### src/rtl/mac3_driver.sv
// Sequencer feeding a three-lane MAC: streams operand beats of one job into the MAC,
// waits out the MAC pipeline, captures the scaled result and offers it on a handshake.
module mac3_driver #(
    parameter int unsigned A_WIDTH           = 16,
    parameter int unsigned B_WIDTH           = 16,
    parameter int unsigned ACCUMULATOR_WIDTH = 32,
    parameter int unsigned OUTPUT_WIDTH      = 16,
    parameter int unsigned CNT_WIDTH         = 8
) (
    input  logic                         clk,
    input  logic                         arst_in,
    input  logic                         start,
    input  logic [CNT_WIDTH-1:0]         cfg_len,
    input  logic                         cfg_seed_en,
    input  logic [ACCUMULATOR_WIDTH-1:0] cfg_seed,
    input  logic                         op_valid,
    output logic                         op_ready,
    input  logic [A_WIDTH-1:0]           op_a0,
    input  logic [A_WIDTH-1:0]           op_a1,
    input  logic [A_WIDTH-1:0]           op_a2,
    input  logic [B_WIDTH-1:0]           op_b0,
    input  logic [B_WIDTH-1:0]           op_b1,
    input  logic [B_WIDTH-1:0]           op_b2,
    output logic                         mac_input_valid,
    output logic                         mac_accumulate_internal,
    output logic [ACCUMULATOR_WIDTH-1:0] mac_partial_sum_in,
    output logic [A_WIDTH-1:0]           mac_a0,
    output logic [A_WIDTH-1:0]           mac_a1,
    output logic [A_WIDTH-1:0]           mac_a2,
    output logic [B_WIDTH-1:0]           mac_b0,
    output logic [B_WIDTH-1:0]           mac_b1,
    output logic [B_WIDTH-1:0]           mac_b2,
    input  logic [OUTPUT_WIDTH-1:0]      mac_out,
    output logic                         res_valid,
    input  logic                         res_ready,
    output logic [OUTPUT_WIDTH-1:0]      res_data,
    output logic                         busy
);

    typedef enum logic [2:0] {
        IDLE    = 3'd0,
        RUN     = 3'd1,
        DRAIN   = 3'd2,
        CAPTURE = 3'd3,
        RESULT  = 3'd4
    } state_t;

    state_t               state_q;
    state_t               state_d;
    logic                 accept;
    logic                 beat_hs;
    logic                 last_beat;
    logic                 capture;
    logic [CNT_WIDTH-1:0] beat_cnt;
    logic [CNT_WIDTH-1:0] len_q;

    // Next-state decode plus the single-cycle strobes that steer the datapath registers.
    always_comb begin
        state_d   = state_q;
        accept    = 1'b0;
        beat_hs   = 1'b0;
        last_beat = 1'b0;
        capture   = 1'b0;
        case (state_q)
            IDLE: begin
                if (start && (cfg_len != '0)) begin
                    accept  = 1'b1;
                    state_d = RUN;
                end
            end
            RUN: begin
                beat_hs   = op_valid && op_ready;
                last_beat = (beat_cnt == (len_q - CNT_WIDTH'(1)));
                if (beat_hs && last_beat) begin
                    state_d = DRAIN;
                end
            end
            DRAIN: begin
                state_d = CAPTURE;
            end
            CAPTURE: begin
                capture = 1'b1;
                state_d = RESULT;
            end
            RESULT: begin
                if (res_ready) begin
                    state_d = IDLE;
                end
            end
            default: begin
                state_d = IDLE;
            end
        endcase
    end

    always_ff @(posedge clk or posedge arst_in) begin
        if (arst_in) begin
            state_q <= IDLE;
        end else begin
            state_q <= state_d;
        end
    end

    // Status outputs are registered from the next state so they line up with the state they describe.
    always_ff @(posedge clk or posedge arst_in) begin
        if (arst_in) begin
            op_ready        <= 1'b0;
            busy            <= 1'b0;
            res_valid       <= 1'b0;
            mac_input_valid <= 1'b0;
        end else begin
            op_ready        <= (state_d == RUN);
            busy            <= (state_d != IDLE);
            res_valid       <= (state_d == RESULT);
            mac_input_valid <= beat_hs;
        end
    end

    always_ff @(posedge clk or posedge arst_in) begin
        if (arst_in) begin
            len_q              <= '0;
            beat_cnt           <= '0;
            mac_partial_sum_in <= '0;
        end else if (accept) begin
            len_q              <= cfg_len;
            beat_cnt           <= '0;
            mac_partial_sum_in <= cfg_seed_en ? cfg_seed : '0;
        end else if (beat_hs) begin
            beat_cnt           <= beat_cnt + CNT_WIDTH'(1);
        end
    end

    // Operands and accumulate select only move on a beat handshake and hold otherwise.
    always_ff @(posedge clk or posedge arst_in) begin
        if (arst_in) begin
            mac_accumulate_internal <= 1'b0;
            mac_a0                  <= '0;
            mac_a1                  <= '0;
            mac_a2                  <= '0;
            mac_b0                  <= '0;
            mac_b1                  <= '0;
            mac_b2                  <= '0;
        end else if (beat_hs) begin
            mac_accumulate_internal <= (beat_cnt != '0);
            mac_a0                  <= op_a0;
            mac_a1                  <= op_a1;
            mac_a2                  <= op_a2;
            mac_b0                  <= op_b0;
            mac_b1                  <= op_b1;
            mac_b2                  <= op_b2;
        end
    end

    always_ff @(posedge clk or posedge arst_in) begin
        if (arst_in) begin
            res_data <= '0;
        end else if (capture) begin
            res_data <= mac_out;
        end
    end

endmodule

### config.mk
export PLATFORM = sky130hd
export DESIGN_NAME = mac3_driver
export DESIGN_NICKNAME = d
export VERILOG_FILES = /design/src/rtl/mac3_driver.sv
export SDC_FILE = /design/constraint.sdc
export NUM_CORES = 1
export LEC_CHECK = 0
export ABC_CLOCK_PERIOD_IN_PS = 5710
export BUFFER_PORTS_ARGS = -buffer_cell sky130_fd_sc_hd__buf_2
export CAP_MARGIN = 30
export CORE_ASPECT_RATIO = 1.25
export CORE_UTILIZATION = 47
export DETAILED_ROUTE_END_ITERATION = 8
export MAX_ROUTING_LAYER = met4
export PLACE_DENSITY = 0.8
export REMOVE_ABC_BUFFERS = 1
export SLEW_MARGIN = 25
export SYNTH_ARGS = -nofsm -noshare
export SYNTH_HDL_FRONTEND = slang
export SYNTH_SLANG_ARGS = --single-unit
### constraint.sdc
create_clock -name clk -period 5.71 [get_ports clk]
set_input_delay 0.2855 -clock clk [delete_from_list [all_inputs] [get_ports clk]]
set_output_delay 0.2855 -clock clk [all_outputs]
set_load 0.03 [all_outputs]
* After elaboration in Yosys (flattened, before gate mapping)
Cells that the tools add are included.
** Storage, ports and cells
- Bits in registers :: 168
- Output and inout bits :: 149
- Word-level logic and storage cells :: 44
- Bits of input ports :: 158
** Operators by class
- $add $sub $neg :: 2
- Reduce and logical (&&, ||, !) cells :: 8
- Muxes and demuxes :: 11
- Equal/unequal tests :: 7
** Operators by type and width (number)
- $mux W32 :: 1
- $mux W8 :: 2
- $reduce_bool A8 Y1 :: 2
- $pmux W3 S5 :: 1
- $mux W3 :: 3
- $add A8 B1 Y8 const B :: 1
- $eq A8 B8 Y1 :: 1
- $sub A8 B1 Y8 const B :: 1
- $eq A3 B1 Y1 const B :: 2
- $eq A3 B2 Y1 const B :: 2
- $eq A3 B3 Y1 const B :: 2
- $mux W1 :: 4
- $logic_and A1 B1 Y1 :: 3
- $logic_not A3 Y1 :: 1
- $reduce_bool A3 Y1 :: 1
- $reduce_bool A2 Y1 :: 1

* Longest topological paths before layout
Gate-level depths: netlist of run 1.
- Word-level depth :: 6
- Gate-level depth with buffers :: 8
- Gate-level depth less buffers :: 7

* Worst setup path after synthesis of run 1
Ideal clock, no wire load.
- Path kind :: register to register
- From :: register len_q[0]
- To :: register op_ready
- Setup time :: 0.142 ns
- Stages on the path, launching flop included :: 8
- Setup slack :: 3.845 ns
- Arrival time :: 1.723 ns
- Required time :: 5.568 ns
- Period minus slack after synthesis :: 1.865 ns
- Path buffers :: 0
- Path through :: dfrtp_1 > inv_1 > ha_1 > xor2_1 > nand4_1 > a211o_1 > a2111oi_2 > a31oi_1
** On the way
- Longest elaborated chain between the ends :: 6
** Ends and longest elaborated chain
- start, declared :: RTL line 55 : logic [CNT_WIDTH-1:0] len_q;
- start signal, assigned :: RTL line 125 : len_q <= cfg_len;
- $sub A8 B1 Y8 :: RTL line 73 : last_beat = (beat_cnt == (len_q - CNT_WIDTH'(1)));
- $eq A8 B8 Y1 :: RTL line 73
- $logic_and A1 B1 Y1 :: RTL line 74 : if (beat_hs && last_beat) begin
- $mux W3 :: RTL line 74
- $pmux W3 S5 :: RTL line 64 : case (state_q)
- $eq A3 B1 Y1 :: RTL line 112 : op_ready <= (state_d == RUN);
- end signal, assigned :: RTL line 112
- end, declared :: RTL line 17 : output logic op_ready,
No other way between the ends.
A chain may end at the register's enable or synchronous reset.

* Final worst setup path of run 1
- From :: register state_q[0]
- To :: register op_ready
** On the way
- Longest elaborated chain between the ends :: 3
- Elaborated cells on any way between the ends :: 10
- Those cells by class :: 5 x eq/ne; 4 x mux; 1 x reduce/logical
** Ends and longest elaborated chain
- start, declared :: RTL line 48 : state_t state_q;
- start signal, assigned :: RTL line 100 : state_q <= state_d;
- $eq A3 B3 Y1, or another cell as far along :: RTL line 64
- $pmux W3 S5 (*) :: RTL line 64
- $eq A3 B1 Y1 (*) :: RTL line 112
Every way passes the cells marked *; elsewhere a longest branch is shown, timed or not.

==> metrics.md, run 1 <==
| Metric | Value |
|---|---|
| Status | finished, final reports clean |
| Max Buffers Root-to-Sink | 2 |
| Syn Std Cell Area | 6800 um2 |
| Final setup TNS | 0 ps |
| Number of synthesized flops with an enable pin | 0 |
| Layout fillers | about 1200 |
| Asr flop ratio synth | 1.00 |
| Clk pin slew, worst setup/hold paths | ~70 ps |
| TritonRoute pass-1 iters | 5 |
| Top Ports | 307 |
| Nets | 1185 |
| Fraction of layout cells with a size suffix above 1 | 0.358 |
| Post-Syn Instances | 731 |
| Worst setup margin | 3260 ps |
| Hold buffers post-CTS | 1 |
| Initial DRC Count | a little under 300 |
| Worst skew pair latency | 430 ps |
| Die span in x | roughly 110 um |
| Placer congestion estimate | slightly below 0.9 |
| WHS | between 40 and 50 ps |
| Syn Area/Cell | 9.31 um2 |
| Final WL | about 19000 um |
| Cell area power density | between 600 and 700 nW/um2 |
| CP max FO | 27 |
| Largest net degree at the start of global routing | slightly below 60 |
| Dpl ws | between 2000 and 3000 ps |
| Worst setup SP type | flop |
| GR Overflow Total | 0 |
| Tcrit/Tclk final | 0.428 |
| Tightest Hold Check Type | input port to flop |
| Final setup fails | 0 |
| Core ar. | about 14000 um2 |
| Hold Fails Final Rpt | 0 |
| Final min period | 2450 ps |
| Static Leak | 5.16 nW |
| Detail Placement HPWL | 13300 um |
| Drt wl/cell | about 15 um |
| Sink Count | approximately 170 |
| Area share of the leading cell type in the synthesized netlist | 0.618 |
| Number of buffers added on ports | 306 |
| Worst R2R Path Depth | 5 |
| Vias in the first global route | ~5700 |
| Initial core utilization | 0.486 |
| Fin. max-slew vios | 0 |
| Least-Margin Pin Slew | between 700 and 800 ps |
| CTS Buf Count | 17 |
| Die Y | between 100 and 150 um |
| Clock Root Buffer | clkbuf_16 |
| Critical path class | flop to flop |
| Final antenna-violating net count | 0 |
| Worst path arrival time | between 2000 and 3000 ps |
| Area leader, netlist | dfrtp_1 |
| PostCTS Resize Cnt | 0 |
| Clock Skew | between 10 and 15 ps |
| WP data required | 6050 ps |
| Area contributors post-synth | dfrtp_1, nand2_1, mux2_2 |
| Row count | 48 |
| Drt drc | 0 |
| Slew headroom | 0.522 |
| RSZ-0062 raised after global routing | no |
| Overall routing resource usage | 0.263 |
| Post-route total power | around 0.0059 W |
| Vias per inst | ~4.9 |
| WHS Path Cells | 3 |
| Max Fclk | just over 400 MHz |
| Synth Flop Type | dfrtp_1 |
| Max-Cap Viols | 0 |
| Initial antenna violation count | 3 |
| Post-synthesis cell type count | 40 |
| Area grow syn2layout | 33.5% |
| Die area | between 10000 and 15000 um2 |
| Endpoint class of the critical path | flop |
| H-tree depth | 4 |
| Peak supply drop | ~0.00044 V |
| Yosys warnings | 0 |
| CTS tree | built |
| Area of the multi-input gates | roughly 2400 um2 |
| First-pass GRT wire length | roughly 29000 um |
| Register area share after synthesis | 0.618 |
| Synth Register Bits | ~170 |
| Register area | about 4200 um2 |
| DR vias | approximately 6000 |
| Post-CTS Setup Bufs | 0 |
==> where the power goes <==
part / internal (W) / switching, W
Sequential: 0.00173 / 0.000340
Combinational: 0.000766 / 0.00190
Clock: 0.000627 / 0.000489
Total: 0.00312 / 0.00273
==> final timing paths <==
check / start / endpoint / slack, ps
max in group asynchronous: arst_in / mac_b1[1] / 4090
hold / removal: op_a2[11] / mac_a2[11] / 40
setup / recovery: state_q[0] / op_ready / 3260
min in group asynchronous: arst_in / res_data[8] / 480
hold reg to reg: mac_partial_sum_in[14] / mac_partial_sum_in[14] / 460
setup reg to reg: state_q[0] / op_ready / 3260
==> per-layer routing <==
layer	track usage	share of wire
met1	0.314	0.40
met3	0.0600	0.047
met5	-	0
met4	0.154	0.043
met2	0.408	0.51
==> registers in the layout, indices dropped and copies added (netlist names) <==
name	cells
len_q	8
beat_cnt	8
mac_input_valid	1
mac_b1	16
mac_a0	16
mac_b2	16
mac_b0	16
op_ready	1
mac_partial_sum_in	32
mac_accumulate_internal	1
state_q	3
busy	1
mac_a1	16
res_valid	1
mac_a2	16
res_data	16
==> layout make-up <==
cell class | count | area share
flip-flops and latches | 168 | 0.463
multi-input cells | 513 | 0.262
repair buffers | 316 | 0.183
clock buffers | 19 | 0.0499
well taps | 175 | 0.0241
clock inverters | 13 | 0.0132
inverters | 8 | 0.00386
diodes | 3 | 0.000827
==> cells in the final DEF (no fill, tap or decap), drive strengths merged, types with 6 or more instances in the layout <==
cell	netlist	final
inv	8	11
clkinv	0	6
xor2	7	7
buf	19	315
xnor2	8	8
nand3	35	35
nor2	11	11
mux2	16	16
dfrtp	168	168
o21ai	7	7
nand2	383	383
clkbuf	23	19
==> per-stage QoR <==
stage | cells | cell area, um2 | util
after detailed placement | 1177 | 8460 | 0.604
after floorplan | 689 | 6600 | -
after global placement | 1175 | 8410 | 0.601
final | 1215 | 9080 | 0.649
after CTS | 1210 | 9040 | 0.646
after global routing | 1215 | 9080 | 0.649
==> synthesized netlist by cell type (all sizes together), types with 2 or more instances <==
master and count:
a31oi 4, or4 2, nand4 3, nor2 11
mux2 16, inv 8, nand2 383, nor4b 2
a211oi 2, dfrtp 168, xor2 7, xnor2 8
o21ai 7, a21oi 2, nand3 35, ha 3
a211o 2, buf 19, nand3b 2, clkbuf 23
nor3b 2, or2b 2, nor3 5, nor4 4
==> cell families after synthesis <==
group	after synthesis	synth area share
compound gates	24	0.0254
xor+xnor	15	0.0193
fa+ha+maj	3	0.00552
buf+inv	50	0.0337
flops	168	0.618
mux	16	0.0265
simple gates	455	0.272
==> worst max-delay path: stages, from the launching register on <==
cell and delay, ps:
dfrtp_1 500, nor4b_4 560, and2_1 610, buf_4 410, o21ai_0 120, a31oi_1 150
Note: power is estimated with default switching activity, not from simulation.
==> inputs of run 2 (changes only) <==
--- a/config.mk
+++ b/config.mk
@@ -5,14 +5,15 @@
 export SDC_FILE = /design/constraint.sdc
 export NUM_CORES = 1
 export LEC_CHECK = 0
-export ABC_CLOCK_PERIOD_IN_PS = 5710
+export ABC_AREA = 1
+export ABC_CLOCK_PERIOD_IN_PS = 2100
 export BUFFER_PORTS_ARGS = -buffer_cell sky130_fd_sc_hd__buf_2
 export CAP_MARGIN = 30
 export CORE_ASPECT_RATIO = 1.25
-export CORE_UTILIZATION = 47
+export CORE_UTILIZATION = 43
 export DETAILED_ROUTE_END_ITERATION = 8
 export MAX_ROUTING_LAYER = met4
-export PLACE_DENSITY = 0.8
+export PLACE_DENSITY = 0.77
 export REMOVE_ABC_BUFFERS = 1
 export SLEW_MARGIN = 25
 export SYNTH_ARGS = -nofsm -noshare
==> constraint.sdc (replaced) <==
create_clock -name clk -period 2.1 [get_ports clk]
set_input_delay 0.105 -clock clk [delete_from_list [all_inputs] [get_ports clk]]
set_output_delay 0.105 -clock clk [all_outputs]
set_load 0.03 [all_outputs]
==> metrics.md, run 2 <==
| Metric | Value |
|---|---|
| Reg2reg start | len_q[0] |
| Top Ports | a little over 300 |
| Largest register FFs | 32 |
| Area leader, netlist | dfrtp_1 |
| CTS Buf Count | 17 |
| Compound-Gate Fraction of Synth Area | 0.0390 |
| Synth Register Bits | approximately 170 |
| Post-synthesis cell type count | 28 |
| Post-Syn Instances | approximately 800 |
| TritonRoute pass-1 iters | 5 |
| Placer congestion estimate | about 0.84 |
| Vias in the first global route | about 7400 |
| Initial DRC Count | between 300 and 400 |
| Area grow syn2layout | 57.2% |
| Synth Area in Adders | 0.00549 |
| Post-synthesis simple-gate area fraction | 0.288 |
| Nets | around 1400 |
| Worst path max stage delay | 380 ps |
| Vias per inst | between 4 and 5 |
| Yosys warnings | 0 |
| PostCTS Resize Cnt | 0 |
| Worst path arrival time | ~2000 ps |
| Most frequent cells in the layout | nand2_1, buf_2, dfrtp_1, dlygate4sd3_1, o21ai_0 |
| Final setup TNS | 0 ps |
| Fin. max-slew vios | 0 |
| Max-Cap Viols | 0 |
| GR Overflow Total | 0 |
| Status | finished, final reports clean |
| Layout fillers | 1115 |
| Critical path, cell by cell | inv_1 > ha_1 > inv_1 > nand2_1 > nand2_1 > nand2_1 > nand2_1 > inv_1 > nand2_1 > nor2_1 > nand3_1 > a21oi_1 > inv_1 |
| Drt wl/cell | 15.5 um |
| Clock Root Buffer | clkbuf_16 |
| Count leader, synth | nand2_1 |
| DR vias | just over 7000 |
| Final WL | 22800 um |
| HP Start | start |
| Core ar. | roughly 16000 um2 |
| Clk pin slew, worst setup/hold paths | roughly 60 ps |
| Largest Register | mac_partial_sum_in |
| Least-Margin Pin Slew | 571 ps |
| Worst skew pair latency | around 420 ps |
| Asr flop ratio synth | 1.00 |
| Hold Fails Final Rpt | 0 |
| Die span in x | approximately 110 um |
| CP max-delay cell | dfrtp_1 |
| Final setup fails | 0 |
| Synth Flop Type | dfrtp_1 |
| Tightest Hold Check Type | input port to flop |
| CTS tree | built |
| Initial antenna violation count | 2 |
| Main combinational cell family by area after synthesis | simple AND/OR/NAND/NOR gates |
| Die area | ~16000 um2 |
| Number of buffers added on ports | between 300 and 400 |
| Critical path class | flop to flop |
| Post-DP Area | 8600 um2 |
| Syn Area/Cell | 8.59 um2 |
| CP max FO | 5 |
| Register area share after synthesis | 0.615 |
| WHS | approximately 88 ps |
| Cell area power density | roughly 1500 nW/um2 |
| Overall routing resource usage | 0.289 |
| Sink Count | ~170 |
| Post-CTS Setup Bufs | 0 |
| Endpoint class of the critical path | flop |
| Flop2flop setup slack | approximately 370 ps |
| Syn Std Cell Area | just under 7000 um2 |
| Static Leak | 5.88 nW |
| Clock Skew | 8.96 ps |
| Drt drc | 0 |
| Worst r2r dst | state_q[0] |
| Post-Synth XOR/XNOR Area | 0.00641 |
| Design area | ~11000 um2 |
| H-tree depth | 4 |
| Die Y | between 100 and 150 um |
| Final min period | 1730 ps |
| CP most frequent cell | nand2_1 |
| Tcrit/Tclk final | 0.822 |
| Fraction of layout cells with a size suffix above 1 | 0.284 |
| Max Fclk | just under 600 MHz |
| First-pass GRT wire length | 35300 um |
| Worst R2R Path Depth | 13 |
| RSZ-0062 raised after global routing | no |
| Area contributors post-synth | dfrtp_1, nand2_1, o21ai_0 |
| Most common cell after layout, fill and taps aside | nand2_1 |
| Worst setup SP type | flop |
| Last element of the critical path | state_q[0] |
| Slew headroom | 0.619 |
| Peak supply drop | 0.000955 V |
| Worst setup margin | around 370 ps |
| Area share of the leading cell type in the synthesized netlist | 0.615 |
| Critical path launch point | len_q[0] |
| Initial core utilization | 0.439 |
| Detail Placement HPWL | roughly 13000 um |
| Final antenna-violating net count | 0 |
| Largest net degree at the start of global routing | 86 |
| Dpl ws | between 400 and 500 ps |
| WP data required | between 2000 and 2500 ps |
| Number of synthesized flops with an enable pin | 0 |
| Max Buffers Root-to-Sink | 2 |
| WHS Path Cells | 5 |
| Mux contribution to synthesized area | 0 |
| Row count | 51 |
| Post-synth top cells | nand2_1, dfrtp_1, o21ai_0 |
==> run 2: worst min path at each step <==
| stage | endpoint | slack [ps] |
|---|---|---|
| after global routing | len_q[1] | 110 |
| final | len_q[1] | 90 |
| after CTS | len_q[1] | 70 |
| after global placement | mac_a1[11] | 220 |
| after floorplan | res_valid | 200 |
| after detailed placement | res_data[6] | 210 |
==> run 2: metal layers <==
layer | vias to the layer above | track usage | share of wire
li1 | 3357 | - | -
met1 | 3371 | 0.311 | 0.37
met2 | 313 | 0.496 | 0.53
met3 | 78 | 0.0743 | 0.059
met4 | 0 | 0.141 | 0.041
met5 | - | - | 0
==> run 2: timing repair <==
| item | CTS | global route |
|---|---|---|
| hold endpoints to repair | 209 | 0 |
| hold buffers | 154 | 0 |
| endpoints found under the setup margin | 0 | 0 |
==> run 2: stage by stage <==
stage / util / cells / power [W]
after floorplan: - / 761 / 0.00993
after global placement: 0.552 / 1289 / 0.0121
after detailed placement: 0.552 / 1289 / 0.0123
after CTS: 0.690 / 1475 / 0.0157
after global routing: 0.690 / 1477 / 0.0167
final: 0.690 / 1477 / 0.0159
==> run 2: kinds of logic after synthesis <==
family / count (synthesis)
AOI/OAI and AO/OA: 52
and+or+nand+nor: 501
adders and majority gates: 3
DFF: 168
buffers and inverters: 67
xor gates and xnor gates: 5
==> run 2: power breakdown <==
part           switching (W)  internal, W
Sequential          0.000853      0.00462
Clock                0.00128      0.00189
Combinational        0.00516      0.00206
Total                0.00730      0.00857
==> run 2: worst max-delay path: cells and delay by family, from the launching register on <==
family,cells,cell delay [ps]
buffers and inverters,4,290
adder cells (fa/ha/maj),1,250
AO/OA/AOI/OAI,1,190
AND/OR/NAND/NOR,7,500
flip-flops,1,380
==> run 2: final cells by class <==
type | count | area, um2 | area share
well taps | 212 | 265 | 0.0247
flip-flops and latches | 168 | 4200 | 0.391
clock inverters | 9 | 114 | 0.0106
multi-input cells | 561 | 2320 | 0.216
diodes | 2 | 5.00 | 0.000466
clock buffers | 23 | 488 | 0.0454
repair buffers | 470 | 3220 | 0.300
inverters | 32 | 125 | 0.0116
==> inputs of run 3 (changes only) <==
--- a/config.mk
+++ b/config.mk
@@ -6,14 +6,14 @@
 export NUM_CORES = 1
 export LEC_CHECK = 0
 export ABC_AREA = 1
-export ABC_CLOCK_PERIOD_IN_PS = 2100
+export ABC_CLOCK_PERIOD_IN_PS = 1790
 export BUFFER_PORTS_ARGS = -buffer_cell sky130_fd_sc_hd__buf_2
 export CAP_MARGIN = 30
 export CORE_ASPECT_RATIO = 1.25
-export CORE_UTILIZATION = 43
+export CORE_UTILIZATION = 47
 export DETAILED_ROUTE_END_ITERATION = 8
 export MAX_ROUTING_LAYER = met4
-export PLACE_DENSITY = 0.77
+export PLACE_DENSITY = 0.8
 export REMOVE_ABC_BUFFERS = 1
 export SLEW_MARGIN = 25
 export SYNTH_ARGS = -nofsm -noshare
==> constraint.sdc (replaced) <==
create_clock -name clk -period 1.79 [get_ports clk]
set_input_delay 0.0895 -clock clk [delete_from_list [all_inputs] [get_ports clk]]
set_output_delay 0.0895 -clock clk [all_outputs]
set_load 0.03 [all_outputs]
==> metrics.md, run 3 (same netlist as run 2, synthesis figures left out) <==
| Metric | Value |
|---|---|
| Status | finished, final reports clean |
| Die area | around 15000 um2 |
| Tightest Hold Check Type | input port to flop |
| Tcrit/Tclk final | 0.934 |
| Nets | 1415 |
| GR Overflow Total | 0 |
| Critical path, cell by cell | inv_2 > nand3_2 > nor2_4 > inv_2 > buf_6 > nand2_1 > nand2_1 |
| Detail Placement HPWL | between 10000 and 15000 um |
| Non-filler cells, final | approximately 1400 |
| WHS Path Cells | 5 |
| Largest Register | mac_partial_sum_in |
| Max-Cap Viols | 0 |
| CP top delay family | simple AND/OR/NAND/NOR gates |
| Drt wl/cell | roughly 17 um |
| Clock Skew | 5.41 ps |
| Post-DP Area | around 8500 um2 |
| First-pass GRT wire length | roughly 36000 um |
| Worst skew pair latency | approximately 430 ps |
| CP max-delay cell | dfrtp_1 |
| Core ar. | 14000 um2 |
| Placer congestion estimate | approximately 0.87 |
| Initial core utilization | 0.489 |
| Overall routing resource usage | 0.332 |
| Buffers and inverters on the worst path | 3 |
| Layout fillers | 860 |
| Cell area power density | 1750 nW/um2 |
| Worst setup margin | between 100 and 150 ps |
| Slew headroom | 0.619 |
| Fraction of layout cells with a size suffix above 1 | 0.286 |
| Design area | about 11000 um2 |
| Row count | 48 |
| Dpl ws | between 90 and 100 ps |
| Drt drc | 0 |
| Max Fclk | 598 MHz |
| Final min period | ~1700 ps |
| WHS | 72.3 ps |
| Most frequent cells in the layout | nand2_1, buf_2, dfrtp_1, dlygate4sd3_1, o21ai_0 |
| Most common cell after layout, fill and taps aside | nand2_1 |
| Critical path class | flop to flop |
| Worst path max stage delay | ~400 ps |
| Least-Margin Pin Slew | around 570 ps |
| Static Leak | 5.86 nW |
| Die span in x | ~110 um |
| Number of buffers added on ports | between 300 and 400 |
| Peak supply drop | about 0.0011 V |
| Final antenna-violating net count | 0 |
| Final setup fails | 0 |
| Largest register FFs | 32 |
| DR vias | approximately 7300 |
| Clock Root Buffer | clkbuf_16 |
| Flop2flop setup slack | approximately 120 ps |
| Worst path arrival time | 1980 ps |
| Post-CTS Setup Bufs | 0 |
| Area grow syn2layout | 56.3% |
| Vias per inst | between 5 and 6 |
| Max Buffers Root-to-Sink | 2 |
| Top Ports | approximately 310 |
| Initial DRC Count | ~500 |
| CTS tree | built |
| Vias in the first global route | about 7400 |
| Hold Fails Final Rpt | 0 |
| Final WL | between 20000 and 25000 um |
| Largest net degree at the start of global routing | 67 |
| Worst r2r dst | mac_b1[2] |
| Die Y | 137 um |
| Endpoint class of the critical path | flop |
| Fin. max-slew vios | 0 |
| Initial antenna violation count | 1 |
| Hold endpoint | len_q[1] |
| Placed cells | around 1300 |
| Reg2reg start | state_q[2] |
| CTS Buf Count | 17 |
| Clk pin slew, worst setup/hold paths | ~60 ps |
| Worst setup SP type | flop |
| Final Util | 0.764 |
| TritonRoute pass-1 iters | 5 |
| Worst R2R Path Depth | 7 |
| Critical path launch point | state_q[2] |
| Sink Count | 168 |
| WP data required | around 2100 ps |
| HP Start | start |
| CP max FO | 61 |
| H-tree depth | 4 |
==> run 3: cell count changes in the layout (fill, tap and decap cells not counted), moves of 2 or more <==
cell	before	now
buf_12	6	3
clkinv_4	3	1
clkinvlp_4	0	2
clkbuf_1	2	4
inv_6	3	1
buf_4	4	10
==> run 3: metrics by stage <==
stage	power, W	setup TNS [ps]
final	0.0187	0
after global routing	0.0197	-62.2
after CTS	0.0183	0
after detailed placement	0.0144	0
after global placement	0.0142	0
after floorplan	0.0117	-621610
==> run 3: worst max-delay path by stage <==
stage / slack, ps / depth (start not counted) / endpoint
floorplan: -2850 / 1 / beat_cnt[0]
global placement: 130 / 7 / mac_b2[4]
detailed placement: 90 / 6 / mac_partial_sum_in[16]
CTS: 10 / 7 / mac_partial_sum_in[16]
global route: -30 / 13 / state_q[0]
finish: 120 / 7 / mac_b1[2]
==> run 3: power by group <==
group,internal [W],switching [W],total (W)
Combinational,0.00243,0.00616,0.00859
Clock,0.00216,0.00146,0.00362
Sequential,0.00542,0.00104,0.00647
==> run 3: metal layers <==
| metal | track usage | wire length (um) | share of wire | up-vias |
|---|---|---|---|---|
| li1 | - | - | - | 3354 |
| met4 | 0.231 | 1480 | 0.062 | 0 |
| met3 | 0.0714 | 1550 | 0.065 | 134 |
| met2 | 0.556 | 12400 | 0.52 | 386 |
| met1 | 0.344 | 8550 | 0.36 | 3453 |
| met5 | - | 0 | 0 | - |
==> run 3: final cells by class <==
cell class              instances  area, um2  share of cell area
flip-flops and latches        168       4200               0.393
repair buffers                474       3220               0.301
multi-input cells             561       2340               0.219
clock buffers                  24        482              0.0451
well taps                     175        219              0.0205
inverters                      32        125              0.0117
clock inverters                 7       93.8             0.00878
diodes                          2       5.00            0.000468
==> run 3: tightest hold or removal path, delay by kind of cell <==
family	cells	cell delay, ps
buf+inv	1	90
simple gates	3	180
compound gates	1	70
==> run 3: what timing repair did <==
| item | in CTS | in global routing |
|---|---|---|
| gates resized for setup | 0 | 8 |
| hold endpoints to repair | 201 | 0 |
| setup endpoints to repair | 0 | 68 |
| hold buffers | 154 | 0 |
